<file path="src/rtl/cond_pkg.sv">
// Shared types for condition-code evaluation and branch resolution.
// Imported by cond_eval and cond_flag_unit.
package cond_pkg;

  // ARM condition codes, encoded exactly as they appear in the instruction
  typedef enum logic [3:0] {
    EQ = 4'h0,
    NE = 4'h1,
    CS = 4'h2,
    CC = 4'h3,
    MI = 4'h4,
    PL = 4'h5,
    VS = 4'h6,
    VC = 4'h7,
    HI = 4'h8,
    LS = 4'h9,
    GE = 4'hA,
    LT = 4'hB,
    GT = 4'hC,
    LE = 4'hD,
    AL = 4'hE,
    NV = 4'hF
  } cond_e;

  // Branch flavours resolved by the flag unit
  typedef enum logic [1:0] {
    BK_COND = 2'd0,
    BK_CBZ  = 2'd1,
    BK_CBNZ = 2'd2,
    BK_B    = 2'd3
  } br_kind_e;

  // Architectural flags, packed so the vector form reads {N,Z,C,V}
  typedef struct packed {
    logic n;
    logic z;
    logic c;
    logic v;
  } nzcv_t;

endpackage

</file>
<file path="src/rtl/cond_eval.sv">
// Purely combinational condition-code evaluator: given a set of NZCV flags and
// a condition code, reports whether the condition holds. Kept separate so a
// conditional-select unit can reuse the same decoder.
module cond_eval
  import cond_pkg::*;
(
  input  nzcv_t i_flags,
  input  cond_e i_cond,
  output logic  o_holds
);

  // Signed compares collapse to whether N and V agree
  logic w_nEqV;

  assign w_nEqV = (i_flags.n == i_flags.v);

  // Decode every condition directly; NV behaves like AL on ARMv8
  always_comb begin
    o_holds = 1'b0;
    unique case (i_cond)
      EQ: o_holds = i_flags.z;
      NE: o_holds = !i_flags.z;
      CS: o_holds = i_flags.c;
      CC: o_holds = !i_flags.c;
      MI: o_holds = i_flags.n;
      PL: o_holds = !i_flags.n;
      VS: o_holds = i_flags.v;
      VC: o_holds = !i_flags.v;
      HI: o_holds = i_flags.c && !i_flags.z;
      LS: o_holds = !i_flags.c || i_flags.z;
      GE: o_holds = w_nEqV;
      LT: o_holds = !w_nEqV;
      GT: o_holds = !i_flags.z && w_nEqV;
      LE: o_holds = i_flags.z || !w_nEqV;
      AL: o_holds = 1'b1;
      NV: o_holds = 1'b1;
    endcase
  end

endmodule

</file>
<file path="src/rtl/cond_flag_unit.sv">
// Consumer side of the ALU flag interface. Captures NZCV on flag-setting ops,
// resolves B.cond / CBZ / CBNZ / B and presents the decision through a
// one-entry valid/ready output register, counting taken decisions.
// Optional feature macro: FLAG_FORWARD_EN -- when defined, a B.cond issued in
// the same cycle as a flag-setting op sees the incoming ALU flags.
module cond_flag_unit
  import cond_pkg::*;
#(
  parameter logic [3:0] RESET_FLAGS = 4'b0000,
  parameter int         CNT_W       = 32
) (
  input  logic             clk,
  input  logic             reset,
  input  logic             alu_zero,
  input  logic             alu_neg,
  input  logic             alu_cout,
  input  logic             alu_over,
  input  logic             set_flags,
  input  logic             br_valid,
  output logic             br_ready,
  input  logic [1:0]       br_kind,
  input  logic [3:0]       br_cond,
  input  logic             br_reg_zero,
  output logic             take_valid,
  input  logic             take_ready,
  output logic             take_branch,
  output logic [3:0]       flags_q,
  output logic [CNT_W-1:0] taken_cnt
);

  nzcv_t            r_flags;
  logic             r_takeValid;
  logic             r_takeBranch;
  logic [CNT_W-1:0] r_takenCnt;

  nzcv_t            w_aluFlags;
  nzcv_t            w_evalFlags;
  br_kind_e         w_kind;
  logic             w_condHolds;
  logic             w_decision;
  logic             w_brReady;
  logic             w_accept;

  assign w_aluFlags = '{n: alu_neg, z: alu_zero, c: alu_cout, v: alu_over};
  assign w_kind     = br_kind_e'(br_kind);

`ifdef FLAG_FORWARD_EN
  assign w_evalFlags = set_flags ? w_aluFlags : r_flags;
`else
  assign w_evalFlags = r_flags;
`endif

  cond_eval u_condEval (
    .i_flags (w_evalFlags),
    .i_cond  (cond_e'(br_cond)),
    .o_holds (w_condHolds)
  );

  // A request can enter whenever the output slot is empty or being drained
  assign w_brReady = !r_takeValid || take_ready;
  assign w_accept  = br_valid && w_brReady;

  // Pick the taken/not-taken outcome for the branch kind presented this cycle
  always_comb begin
    w_decision = 1'b0;
    unique case (w_kind)
      BK_COND: w_decision = w_condHolds;
      BK_CBZ:  w_decision = br_reg_zero;
      BK_CBNZ: w_decision = !br_reg_zero;
      BK_B:    w_decision = 1'b1;
    endcase
  end

  // Architectural NZCV register, updated only by flag-setting ops
  always_ff @(posedge clk or posedge reset) begin
    if (reset) begin
      r_flags <= nzcv_t'(RESET_FLAGS);
    end else if (set_flags) begin
      r_flags <= w_aluFlags;
    end
  end

  // One-entry decision register: load on accept, drain on take_ready
  always_ff @(posedge clk or posedge reset) begin
    if (reset) begin
      r_takeValid  <= 1'b0;
      r_takeBranch <= 1'b0;
    end else if (w_accept) begin
      r_takeValid  <= 1'b1;
      r_takeBranch <= w_decision;
    end else if (take_ready) begin
      r_takeValid  <= 1'b0;
      r_takeBranch <= 1'b0;
    end
  end

  // Count accepted taken decisions, wrapping at the counter width
  always_ff @(posedge clk or posedge reset) begin
    if (reset) begin
      r_takenCnt <= '0;
    end else if (w_accept && w_decision) begin
      r_takenCnt <= r_takenCnt + CNT_W'(1);
    end
  end

  assign br_ready    = w_brReady;
  assign take_valid  = r_takeValid;
  assign take_branch = r_takeBranch;
  assign flags_q     = r_flags;
  assign taken_cnt   = r_takenCnt;

endmodule
</file>
<file path="config.mk">
export PLATFORM = sky130hd
export DESIGN_NAME = cond_flag_unit
export DESIGN_NICKNAME = d
export VERILOG_FILES = /design/src/rtl/cond_pkg.sv /design/src/rtl/cond_eval.sv /design/src/rtl/cond_flag_unit.sv
export SDC_FILE = /design/constraint.sdc
export NUM_CORES = 1
export LEC_CHECK = 0
export BUFFER_PORTS_ARGS = -buffer_cell sky130_fd_sc_hd__buf_2
export CORE_AREA = 2 2 68 70
export DETAILED_ROUTE_END_ITERATION = 7
export DIE_AREA = 0 0 70 72
export PLACE_DENSITY = 0.71
export SLEW_MARGIN = 25
export SYNTH_ARGS = -nofsm -noshare
export SYNTH_HDL_FRONTEND = slang
export SYNTH_SLANG_ARGS = --single-unit
</file>
<file path="constraint.sdc">
create_clock -name clk -period 1.93 [get_ports clk]
set_input_delay 0 -clock clk [delete_from_list [all_inputs] [get_ports clk]]
set_output_delay 0 -clock clk [all_outputs]
set_load 0.005 [all_outputs]
</file>
==> key figures, run 1 <==
Die
  – Die height: 72 um
  – Die area: 5040 um2
  – I/O Pins: 55
  – Area of the core: 4260 um2
  – Initial Util: 46.4%
  – Std-Cell Rows: 24
  – Die extent in x: 70 um

Power
  – Logic pwr share: 27.0%
  – Int Power: 1.73 mW
  – Clock power frac: 34.6%
  – Total Power: 2.37 mW
  – Fraction of power consumed by sequential logic: 38.4%
  – Pwr dens: 782 nW/um2
  – Switch Pwr: 0.641 mW
  – Cell leakage power: 1.59 nW
  – Switching share of power: 27.0%
  – Maximum VDD drop: 816 uV

Clock tree
  – H-tree depth: 2
  – Clock Latency Late Sink: 0.30 ns
  – Sink Count: 38
  – CTS tree: built
  – Maximum buffer depth of the clock tree: 2
  – Clock root buffer master: clkbuf_8
  – Clock slew at reported path FFs: 0.09 ns
  – CTS buffer count: 5

Synth
  – Synthesized net count: 212
  – Mean Syn Cell Area: 10.2 um2
  – Synth top area share: 48.0%
  – Async SR Flop Fraction: 100%
  – Synth warn: 0
  – Count leader, synth: dfrtp_1
  – Post-Synthesis Cells: 195
  – Yosys top cell by area: dfrtp_1
  – Register area share after synthesis: 48.0%
  – Top FF cell, synth: dfrtp_1
  – Post-synth EDFFs: 0
  – Post-synthesis cell area: 1980 um2
  – Largest cells by area after synthesis: dfrtp_1, xor2_1, nor4_1
  – Post-synth top cells: dfrtp_1, xor2_1, nand2_1
  – Synth cell types: 36
  – Flops & latches, synth: 38

STA
  – Final worst slack: -0.297 ns
  – Final Cycle Share: 115%
  – Slew HR: 68.0%
  – Final min period: 2.23 ns
  – Worst-margin pin slew: 0.479 ns
  – Setup Skew: 0.0195 ns
  – Slew Viols, Final: 0
  – Fin. Hold Viols: 0
  – Peak Freq: 449 MHz
  – Min Hold Slack: 0.0200 ns
  – Fin Setup TNS: -7.30 ns
  – Unrepaired setup endpoints after global routing: yes
  – Finish-stage setup viols: 33

Critical path
  – Req. time, crit path: 2.15 ns
  – CP top delay family: simple AND/OR/NAND/NOR gates
  – CP cell instances: buf_4 > nand2_1 > nor2_1 > nand2_1 > nor4_1 > nand2_1 > nor4_4 > xor2_1
  – WS Path Type: reg -> reg
  – Crit path max fanout: 6
  – Critical Path End Type: register
  – Critical Path Most Common Cell: nand2_1
  – CP max stage cell: nor4_1
  – Worst Path Arrival: 2.44 ns
  – Critical Path Source Type: register
  – Worst Path Buf+Inv: 1
  – CP peak stage delay: 0.38 ns

Global route
  – Vias in the first global route: 1732
  – Grt ovf: 0
  – Total GRT Usage: 19.7%
  – Global-route wire length before repair: 8010 um
  – Antenna violations before repair: 0
  – Largest net degree at the start of global routing: 39

Detailed routing
  – Vias: 1851
  – Avg Vias per Cell: 5.40
  – Met2 WL: 2690 um
  – Top Metal Used: met4
  – Drt wl/cell: 16.1 um
  – Post-route DRC: 0
  – Wl on met1: 2400 um
  – First-pass detailed-route iteration total: 4
  – WL met3: 295 um
  – 1st-iter DRT viols: 101
  – Detail Route Antenna Nets: 0
  – Final wirelength: 5510 um

Placed design
  – DP HPWL: 3080 um
  – GPL Wtd Cong: 0.754
  – I/O Buffers: 54
  – Placement Setup Slack: -0.273 ns

Final layout
  – Layout area overhead: 53.4%
  – Number of diodes: 0
  – Layout fillers: 308
  – NumNets Final: 307
  – Share of layout cells above drive strength 1: 47.4%
  – Post-layout util: 71.2%

Hold path
  – HP Class: in -> reg

Run status
  – Failing checks: setup timing
  – Status: complete, but fails checks

Flow run
  – Max cap viols: 0
-- power by group through the flow --
stage / Combinational (mW) / Sequential, mW / Clock (mW)
6_report: 0.640 / 0.913 / 0.822
3_3_place_gp: 0.507 / 0.923 / 0
3_5_place_dp: 0.511 / 0.925 / 0
4_1_cts: 0.573 / 0.913 / 0.828
5_1_grt: 0.690 / 0.924 / 0.865
2_1_floorplan: 0.208 / 0.963 / 0
-- placed cells by master (no fill, tap or decap), types with 2 or more instances in the layout --
| cell type | n |
|---|---|
| buf_2 | 54 |
| dfrtp_1 | 36 |
| buf_4 | 29 |
| xor2_1 | 27 |
| nand2_1 | 16 |
| nand3_1 | 13 |
| nor3_1 | 10 |
| nor4_4 | 10 |
| inv_1 | 8 |
| nor2_1 | 7 |
| dlygate4sd3_1 | 7 |
| mux2_2 | 5 |
| clkbuf_8 | 5 |
| buf_6 | 5 |
| xnor2_1 | 4 |
| and3_1 | 4 |
| xnor2_2 | 3 |
| or3_1 | 3 |
| nor3_2 | 3 |
| nor4_2 | 3 |
| nand2b_1 | 2 |
| nor2b_1 | 2 |
| or2_2 | 2 |
| nand3b_1 | 2 |
| nand4_1 | 2 |
| bufinv_16 | 2 |
| dfrtp_2 | 2 |
-- flip-flops by register name, indices dropped and copies added (netlist names) --
name	count
taken_cnt	32
flags_q	4
take_branch	1
take_valid	1
-- logic make-up after synthesis --
kind of cell | synth area share, %
and+or+nand+nor | 24.5
buffers and inverters | 4.11
DFF | 48.0
adders and majority gates | 0.632
xor gates and xnor gates | 15.5
muxes | 3.41
AOI/OAI and AO/OA | 3.86
-- repair_timing --
| action | 4_1_cts | 5_1_grt |
|---|---|---|
| buffers inserted | 6 | 4 |
| resized for setup | 15 | 28 |
| hold buffers | 7 | 0 |
| pin swaps | 8 | 16 |
| cloned | 0 | 0 |
| hold endpoints to repair | 44 | 0 |
| endpoints found under the setup margin | 31 | 33 |
-- worst reg2reg max path, delay by kind of cell (launching register included) --
kind                   cells  cell delay [ns]
AND/OR/NAND/NOR            6             1.45
buffers and inverters      1             0.14
XOR/XNOR                   1             0.22
flip-flops                 1             0.36
-- layout make-up --
class                           instances  area (um2)  area share [%]
Clock buffer                            5        68.8            2.27
Clock inverter                          3        68.8            2.27
Inverter                                8        30.0           0.989
Multi-Input combinational cell        141        1220            40.0
Sequential cell                        38         953            31.4
Tap cell                               52        65.1            2.14
Timing Repair Buffer                   96         634            20.9
-- worst paths after layout --
kind | startpoint | to | slack (ns) | cells after the start
min in group asynchronous | reset | taken_cnt[13]$_DFFE_PP0P_ | 0.35 | 4
max | taken_cnt[0]$_DFFE_PP0P_ | taken_cnt[31]$_DFFE_PP0P_ | -0.30 | 8
min | set_flags | flags_q[3]$_DFFE_PP0P_ | 0.02 | 2
min reg2reg | taken_cnt[28]$_DFFE_PP0P_ | taken_cnt[28]$_DFFE_PP0P_ | 0.48 | 1
max in group asynchronous | reset | flags_q[3]$_DFFE_PP0P_ | 1.22 | 4
max reg2reg | taken_cnt[0]$_DFFE_PP0P_ | taken_cnt[31]$_DFFE_PP0P_ | -0.30 | 8
-- stage by stage --
stage | area, um2 | cells
after detailed placement | 2510 | 320
final | 3040 | 343
after global routing | 3040 | 343
after CTS | 2830 | 340
after floorplan | 2010 | 195
after global placement | 2510 | 320
-- per-layer routing --
| metal | up-vias | global-route usage [%] |
|---|---|---|
| li1 | 872 | - |
| met1 | 908 | 26.5 |
| met2 | 58 | 31.9 |
| met3 | 13 | 3.61 |
| met4 | 0 | 8.12 |
| met5 | - | 0 |
Power figures use the tool's default switching activity.
==> inputs of run 2 (changes only) <==
Settings changed: PLACE_DENSITY 0.71 to 0.75, SLEW_MARGIN 25 to 5.
==> run 2 against run 1 <==
  * The flow still finishes with violations (setup timing)
  * Sequential share of layout area grew 2.3 points
  * Worst hold slack gained 0.012 ns
  * Sequential cell count is the same
==> key figures, run 2 (synthesized netlist as in run 1, its figures left out) <==
Final layout
  – Number of diodes: 0 (unchanged)
  – Multi-input gate area: 1110 um2 (was 1220 um2)
  – Layout fillers: 331 (was 308)
  – Commonest non-fill, non-tap cell in the layout: buf_2 (unchanged)
  – Max FFs per register: 32 (unchanged)
  – Register Area: 953 um2 (unchanged)
  – Most frequent cells in the layout: buf_2, dfrtp_1, xor2_1, buf_4, nand2_1 (was buf_2, dfrtp_1, buf_4)
  – Design area: 2830 um2 (was 3040 um2)
  – Layout area overhead: 42.8% (was 53.4%)
  – NumNets Final: 303 (was 307)
  – Share of layout cells above drive strength 1: 43.9% (was 47.4%)

Critical path
  – Req. time, crit path: 2.10 ns (was 2.15 ns)
  – CP cell instances: and4b_1 > a311oi_2 > o32ai_1 > or3_1 > o22ai_4 > or2_4 > mux2_4 (was buf_4 > nand2_1 > nor2_1 > nand2_1 > nor4_1 > nand2_1 > nor4_4 > xor2_1)
  – WS Path Type: reg -> reg (unchanged)
  – Crit path max fanout: 6 (unchanged)
  – Worst setup path start: flags_q[0]$_DFFE_PP0P_ (was taken_cnt[0]$_DFFE_PP0P_)
  – CP max stage cell: dfrtp_2 (was nor4_1)
  – Critical Path End Type: register (unchanged)
  – Worst Path Arrival: 2.49 ns (was 2.44 ns)
  – Critical Path Source Type: register (unchanged)
  – CP peak stage delay: 0.46 ns (was 0.38 ns)
  – Worst R2R Start: flags_q[0]$_DFFE_PP0P_ (was taken_cnt[0]$_DFFE_PP0P_)

STA
  – Final min period: 2.32 ns (was 2.23 ns)
  – Min Hold Slack: 0.0319 ns (was 0.0200 ns)
  – Final worst slack: -0.388 ns (was -0.297 ns)
  – Final Cycle Share: 120% (was 115%)
  – Unrepaired setup endpoints after global routing: yes (unchanged)
  – Fin Setup TNS: -10.25 ns (was -7.30 ns)
  – Worst-margin pin slew: 0.479 ns (about the same)
  – Slew HR: 68.1% (was 68.0%)
  – Peak Freq: 431 MHz (was 449 MHz)
  – Setup Skew: 0.00448 ns (was 0.0195 ns)
  – Fin. Hold Viols: 0 (unchanged)
  – Finish-stage setup viols: 33 (unchanged)
  – Slew Viols, Final: 0 (unchanged)

Placed design
  – Placed instance area: 2510 um2 (about the same)
  – DP HPWL: 3270 um (was 3080 um)
  – GPL Wtd Cong: 0.766 (was 0.754)
  – I/O Buffers: 54 (unchanged)
  – Placement Setup Slack: -0.275 ns (was -0.273 ns)

Detailed routing
  – Final wirelength: 4900 um (was 5510 um)
  – Post-route DRC: 0 (unchanged)
  – Drt wl/cell: 14.5 um (was 16.1 um)
  – Detail Route Antenna Nets: 0 (unchanged)
  – First-pass detailed-route iteration total: 4 (unchanged)
  – Avg Vias per Cell: 5.23 (was 5.40)
  – 1st-iter DRT viols: 110 (was 101)
  – Vias: 1763 (was 1851)

Power
  – Int Power: 1.45 mW (was 1.73 mW)
  – Switching share of power: 28.2% (was 27.0%)
  – Logic pwr share: 28.6% (was 27.0%)
  – Pwr dens: 716 nW/um2 (was 782 nW/um2)
  – Fraction of power consumed by sequential logic: 45.2% (was 38.4%)
  – Clock power frac: 26.2% (was 34.6%)
  – Cell leakage power: 1.47 nW (was 1.59 nW)
  – Maximum VDD drop: 702 uV (was 816 uV)
  – Switch Pwr: 0.570 mW (was 0.641 mW)
  – Total Power: 2.02 mW (was 2.37 mW)

Run status
  – Failing checks: setup timing (unchanged)
  – Status: complete, but fails checks (unchanged)

Die
  – Die extent in x: 70 um (unchanged)
  – Die area: 5040 um2 (unchanged)
  – Die height: 72 um (unchanged)
  – Initial Util: 46.4% (unchanged)
  – Std-Cell Rows: 24 (unchanged)
  – Area of the core: 4260 um2 (unchanged)
  – I/O Pins: 55 (unchanged)

Clock tree
  – H-tree depth: 2 (unchanged)
  – Clock root buffer master: clkbuf_8 (unchanged)
  – Sink Count: 38 (unchanged)
  – CTS buffer count: 5 (unchanged)
  – CTS tree: built (unchanged)
  – Maximum buffer depth of the clock tree: 2 (unchanged)
  – Clock Latency Late Sink: 0.29 ns (was 0.30 ns)
  – Clock slew at reported path FFs: 0.07 ns (was 0.09 ns)

Flow run
  – Max cap viols: 0 (unchanged)

Global route
  – Largest net degree at the start of global routing: 39 (unchanged)
  – Global-route wire length before repair: 7980 um (was 8010 um)
  – Vias in the first global route: 1770 (was 1732)
  – Total GRT Usage: 19.7% (about the same)
  – Antenna violations before repair: 0 (unchanged)
  – Grt ovf: 0 (unchanged)

Hold path
  – HP Start: set_flags (unchanged)
  – HP Class: in -> reg (unchanged)
## run 2: worst paths after layout
check	to	slack (ns)	cells after the start
hold reg to reg	taken_cnt[31]$_DFFE_PP0P_	0.47	1
hold / removal	flags_q[2]$_DFFE_PP0P_	0.03	2
setup / recovery	taken_cnt[1]$_DFFE_PP0P_	-0.39	7
min in group asynchronous	take_valid$_DFFE_PP0P_	0.39	4
max in group asynchronous	flags_q[3]$_DFFE_PP0P_	1.19	4
setup reg to reg	taken_cnt[1]$_DFFE_PP0P_	-0.39	7
## run 2: worst max-delay path, delay by kind of cell (launching register included)
family | cells | cell delay [ns]
AOI/OAI and AO/OA | 3 | 0.64
DFF | 1 | 0.46
and+or+nand+nor | 3 | 0.79
muxes | 1 | 0.29
## run 2: power groups by stage
stage	clock [mW]	combinational [mW]	sequential (mW)
2_1_floorplan	0	0.208	0.963
3_3_place_gp	0	0.491	0.925
3_5_place_dp	0	0.502	0.926
4_1_cts	0.539	0.565	0.912
5_1_grt	0.579	0.636	0.923
6_report	0.530	0.579	0.914
## run 2: cell type report
type                            instances  share of cell area (%)
Timing Repair Buffer                   92                    20.8
Sequential cell                        38                    33.7
Multi-Input combinational cell        141                    39.2
Inverter                                8                    1.06
Clock buffer                            6                    2.92
Tap cell                               52                    2.30
## run 2: per-layer routing
layer / GRT usage (%) / wire length [um] / vias up / share of wire, %
li1: - / - / 862 / -
met1: 25.7 / 2180 / 844 / 44
met2: 33.1 / 2400 / 48 / 49
met3: 3.89 / 236 / 9 / 4.8
met4: 7.05 / 86 / 0 / 1.8
met5: 0 / 0 / - / 0
## run 2: timing repair
action,4_1_cts,5_1_grt
endpoints found under the hold margin,44,0
setup buffers,2,1
pin swaps,3,1
endpoints found under the setup margin,33,33
hold buffers,7,0
gates resized for setup,17,11
## run 2: through the flow
step                      util (%)  cells
after floorplan                  -    195
final                         66.3    337
after global routing          66.3    337
after global placement        58.9    322
after detailed placement      58.9    322
after CTS                     65.0    336
==> inputs of run 3 (changes only) <==
Settings changed: CORE_AREA 2 2 68 70 to 2 2 66 68, CTS_CLUSTER_DIAMETER set to 100, DIE_AREA 0 0 70 72 to 0 0 68 70, PLACE_DENSITY 0.75 to 0.76, SLEW_MARGIN 5 to unset.
Clock period 1.93 ns to 2.7 ns, I/O delays scaled along.
==> run 3 against run 2 <==
  * The flow now finishes without violations
  * Utilization fell by 6.9 points
  * First-iteration DRC count shrank 52%
  * Power is 35% lower
  * Sequential share of layout area rose by 4.9 points
  * Worst hold slack got worse by 0.0072 ns
  * Critical path depth rose by 1
  * Sequential cell count unchanged
  * Final cell count is 7.1% lower
  * Clock skew grew 0.0047 ns
  * Critical endpoint unchanged
  * Largest cell class is now sequential cells
==> key figures, run 3 (synthesized netlist as in run 1, its figures left out) <==
Run status
  – Status: finished, final reports clean (was complete, but fails checks)

Final layout
  – Design area: 2460 um2 (was 2830 um2)
  – Fin cells: 313 (was 337)
  – Max FFs per register: 32 (unchanged)
  – Commonest non-fill, non-tap cell in the layout: buf_2 (unchanged)
  – Share of layout cells above drive strength 1: 29.5% (was 43.9%)
  – Most frequent cells in the layout: buf_2, dfrtp_1, xor2_1 (was buf_2, dfrtp_1, xor2_1, buf_4, nand2_1)
  – NumNets Final: 277 (was 303)
  – Layout fillers: 369 (was 331)
  – Number of diodes: 0 (unchanged)
  – Layout area overhead: 24.4% (was 42.8%)

Critical path
  – Worst Path Arrival: 2.52 ns (was 2.49 ns)
  – Critical Path Source Type: register (unchanged)
  – Worst R2R Start: flags_q[0]$_DFFE_PP0P_ (unchanged)
  – CP top delay family: simple AND/OR/NAND/NOR gates (unchanged)
  – Crit path max fanout: 15 (was 6)
  – WS Path Type: reg -> reg (unchanged)
  – Flop2flop setup slack: 0.36 ns (was -0.39 ns)
  – R2R cell count: 8 (was 7)
  – Req. time, crit path: 2.88 ns (was 2.10 ns)
  – Critical Path End Type: register (unchanged)
  – CP Depth: 8 (was 7)
  – Worst Setup EP: taken_cnt[1]$_DFFE_PP0P_ (unchanged)
  – CP peak stage delay: 0.45 ns (was 0.46 ns)
  – R2r endpoint: taken_cnt[1]$_DFFE_PP0P_ (unchanged)
  – Worst setup path start: flags_q[0]$_DFFE_PP0P_ (unchanged)
  – CP cell instances: and4b_1 > a311oi_1 > o32ai_1 > or3_1 > o22ai_2 > buf_4 > or2_2 > mux2_2 (was and4b_1 > a311oi_2 > o32ai_1 > or3_1 > o22ai_4 > or2_4 > mux2_4)
  – Worst Path Buf+Inv: 1 (was 0)
  – CP max stage cell: dfrtp_1 (was dfrtp_2)

Clock tree
  – Clock root buffer master: clkbuf_8 (unchanged)
  – Clock slew at reported path FFs: 0.08 ns (was 0.07 ns)
  – Sink Count: 38 (unchanged)
  – CTS tree: built (unchanged)
  – CTS buffer count: 5 (unchanged)
  – Clock Latency Late Sink: 0.29 ns (about the same)
  – Maximum buffer depth of the clock tree: 2 (unchanged)
  – H-tree depth: 2 (unchanged)

Die
  – Initial Util: 47.8% (was 46.4%)
  – I/O Pins: 55 (unchanged)
  – Die height: 70 um (was 72 um)
  – Std-Cell Rows: 24 (unchanged)
  – Die extent in x: 68 um (was 70 um)
  – Area of the core: 4140 um2 (was 4260 um2)
  – Die area: 4760 um2 (was 5040 um2)

Global route
  – Total GRT Usage: 18.5% (was 19.7%)
  – Global-route wire length before repair: 6800 um (was 7980 um)
  – Grt ovf: 0 (unchanged)
  – Vias in the first global route: 1552 (was 1770)
  – Antenna violations before repair: 0 (unchanged)
  – Largest net degree at the start of global routing: 39 (unchanged)

Detailed routing
  – Detail Route Antenna Nets: 0 (unchanged)
  – Post-route DRC: 0 (unchanged)
  – First-pass detailed-route iteration total: 4 (unchanged)
  – Avg Vias per Cell: 5.26 (was 5.23)
  – Met2 WL: 1860 um (was 2400 um)
  – Vias: 1647 (was 1763)
  – Top Metal Used: met4 (unchanged)
  – 1st-iter DRT viols: 53 (was 110)
  – Wl on met1: 1920 um (was 2180 um)
  – WL met3: 222 um (was 236 um)
  – Final wirelength: 4080 um (was 4900 um)
  – Drt wl/cell: 13.0 um (was 14.5 um)

Power
  – Cell leakage power: 1.30 nW (was 1.47 nW)
  – Pwr dens: 538 nW/um2 (was 716 nW/um2)
  – Maximum VDD drop: 403 uV (was 702 uV)
  – Total Power: 1.32 mW (was 2.02 mW)

STA
  – Final min period: 2.34 ns (was 2.32 ns)
  – Finish-stage setup viols: 0 (was 33)
  – Worst-margin pin slew: 0.529 ns (was 0.479 ns)
  – Fin Setup TNS: 0 ns (was -10.25 ns)
  – Fin. Hold Viols: 0 (unchanged)
  – Slew HR: 64.6% (was 68.1%)
  – Final Cycle Share: 86.7% (was 120%)
  – Final worst slack: 0.358 ns (was -0.388 ns)
  – Slew Viols, Final: 0 (unchanged)
  – Unrepaired setup endpoints after global routing: no (was yes)
  – Peak Freq: 427 MHz (was 431 MHz)
  – Setup Skew: 0.00919 ns (was 0.00448 ns)

Flow run
  – Max cap viols: 0 (unchanged)

Hold path
  – HP Class: in -> reg (unchanged)

Placed design
  – Placed Instances: 298 (was 322)
  – Placement Setup Slack: 0.365 ns (was -0.275 ns)
  – I/O Buffers: 54 (unchanged)
  – DP HPWL: 2880 um (was 3270 um)
  – GPL Wtd Cong: 0.836 (was 0.766)
  – Placed instance area: 2300 um2 (was 2510 um2)
[run 3: cell count changes in the layout (fill, tap and decap cells not counted), sizes merged]
cell	delta
buf	-26
clkinv	+1
clkbuf	+1
[run 3: power breakdown]
part,internal (mW),switching [mW]
Clock,0.206,0.197
Combinational,0.125,0.117
Sequential,0.619,0.0605
Total,0.950,0.374
[run 3: timing repair]
| action | 4_1_cts | 5_1_grt |
|---|---|---|
| endpoints found under the hold margin | 44 | 0 |
| hold buffers | 7 | 0 |
| buffers inserted | 0 | 0 |
| resized for setup | 0 | 0 |
[run 3: per-stage QoR]
| stage | hold slack, ns | utilization [%] |
|---|---|---|
| finish | 0.0246 | 59.4 |
| CTS | 0.0188 | 59.4 |
| global route | 0.0298 | 59.4 |
| detailed placement | 0.138 | 55.5 |
| floorplan | 0.108 | - |
| global placement | 0.138 | 55.5 |
[run 3: worst min path at each step]
stage               from                        end  slack (ns)  depth (start not counted)
6_report       set_flags     flags_q[1]$_DFFE_PP0P_        0.02                          2
5_1_grt        set_flags     flags_q[1]$_DFFE_PP0P_        0.03                          2
4_1_cts        set_flags     flags_q[1]$_DFFE_PP0P_        0.02                          2
3_5_place_dp       reset  taken_cnt[12]$_DFFE_PP0P_        0.14                          3
3_3_place_gp       reset     flags_q[3]$_DFFE_PP0P_        0.14                          3
2_1_floorplan   br_valid     take_valid$_DFFE_PP0P_        0.11                          1
[run 3: layout make-up]
type / instances / area (um2) / share of cell area (%)
flip-flops and latches: 38 / 951 / 38.6
repair buffers: 66 / 378 / 15.3
well taps: 52 / 65.1 / 2.64
clock buffers: 7 / 86.3 / 3.51
multi-input cells: 141 / 947 / 38.5
inverters: 8 / 30.0 / 1.22
clock inverters: 1 / 5.00 / 0.203
[run 3: routing by layer]
| metal | GRT usage (%) | vias up |
|---|---|---|
| met5 | 0 | - |
| met4 | 9.11 | 0 |
| met3 | 3.22 | 7 |
| met2 | 28.7 | 46 |
| met1 | 24.5 | 780 |
| li1 | - | 814 |
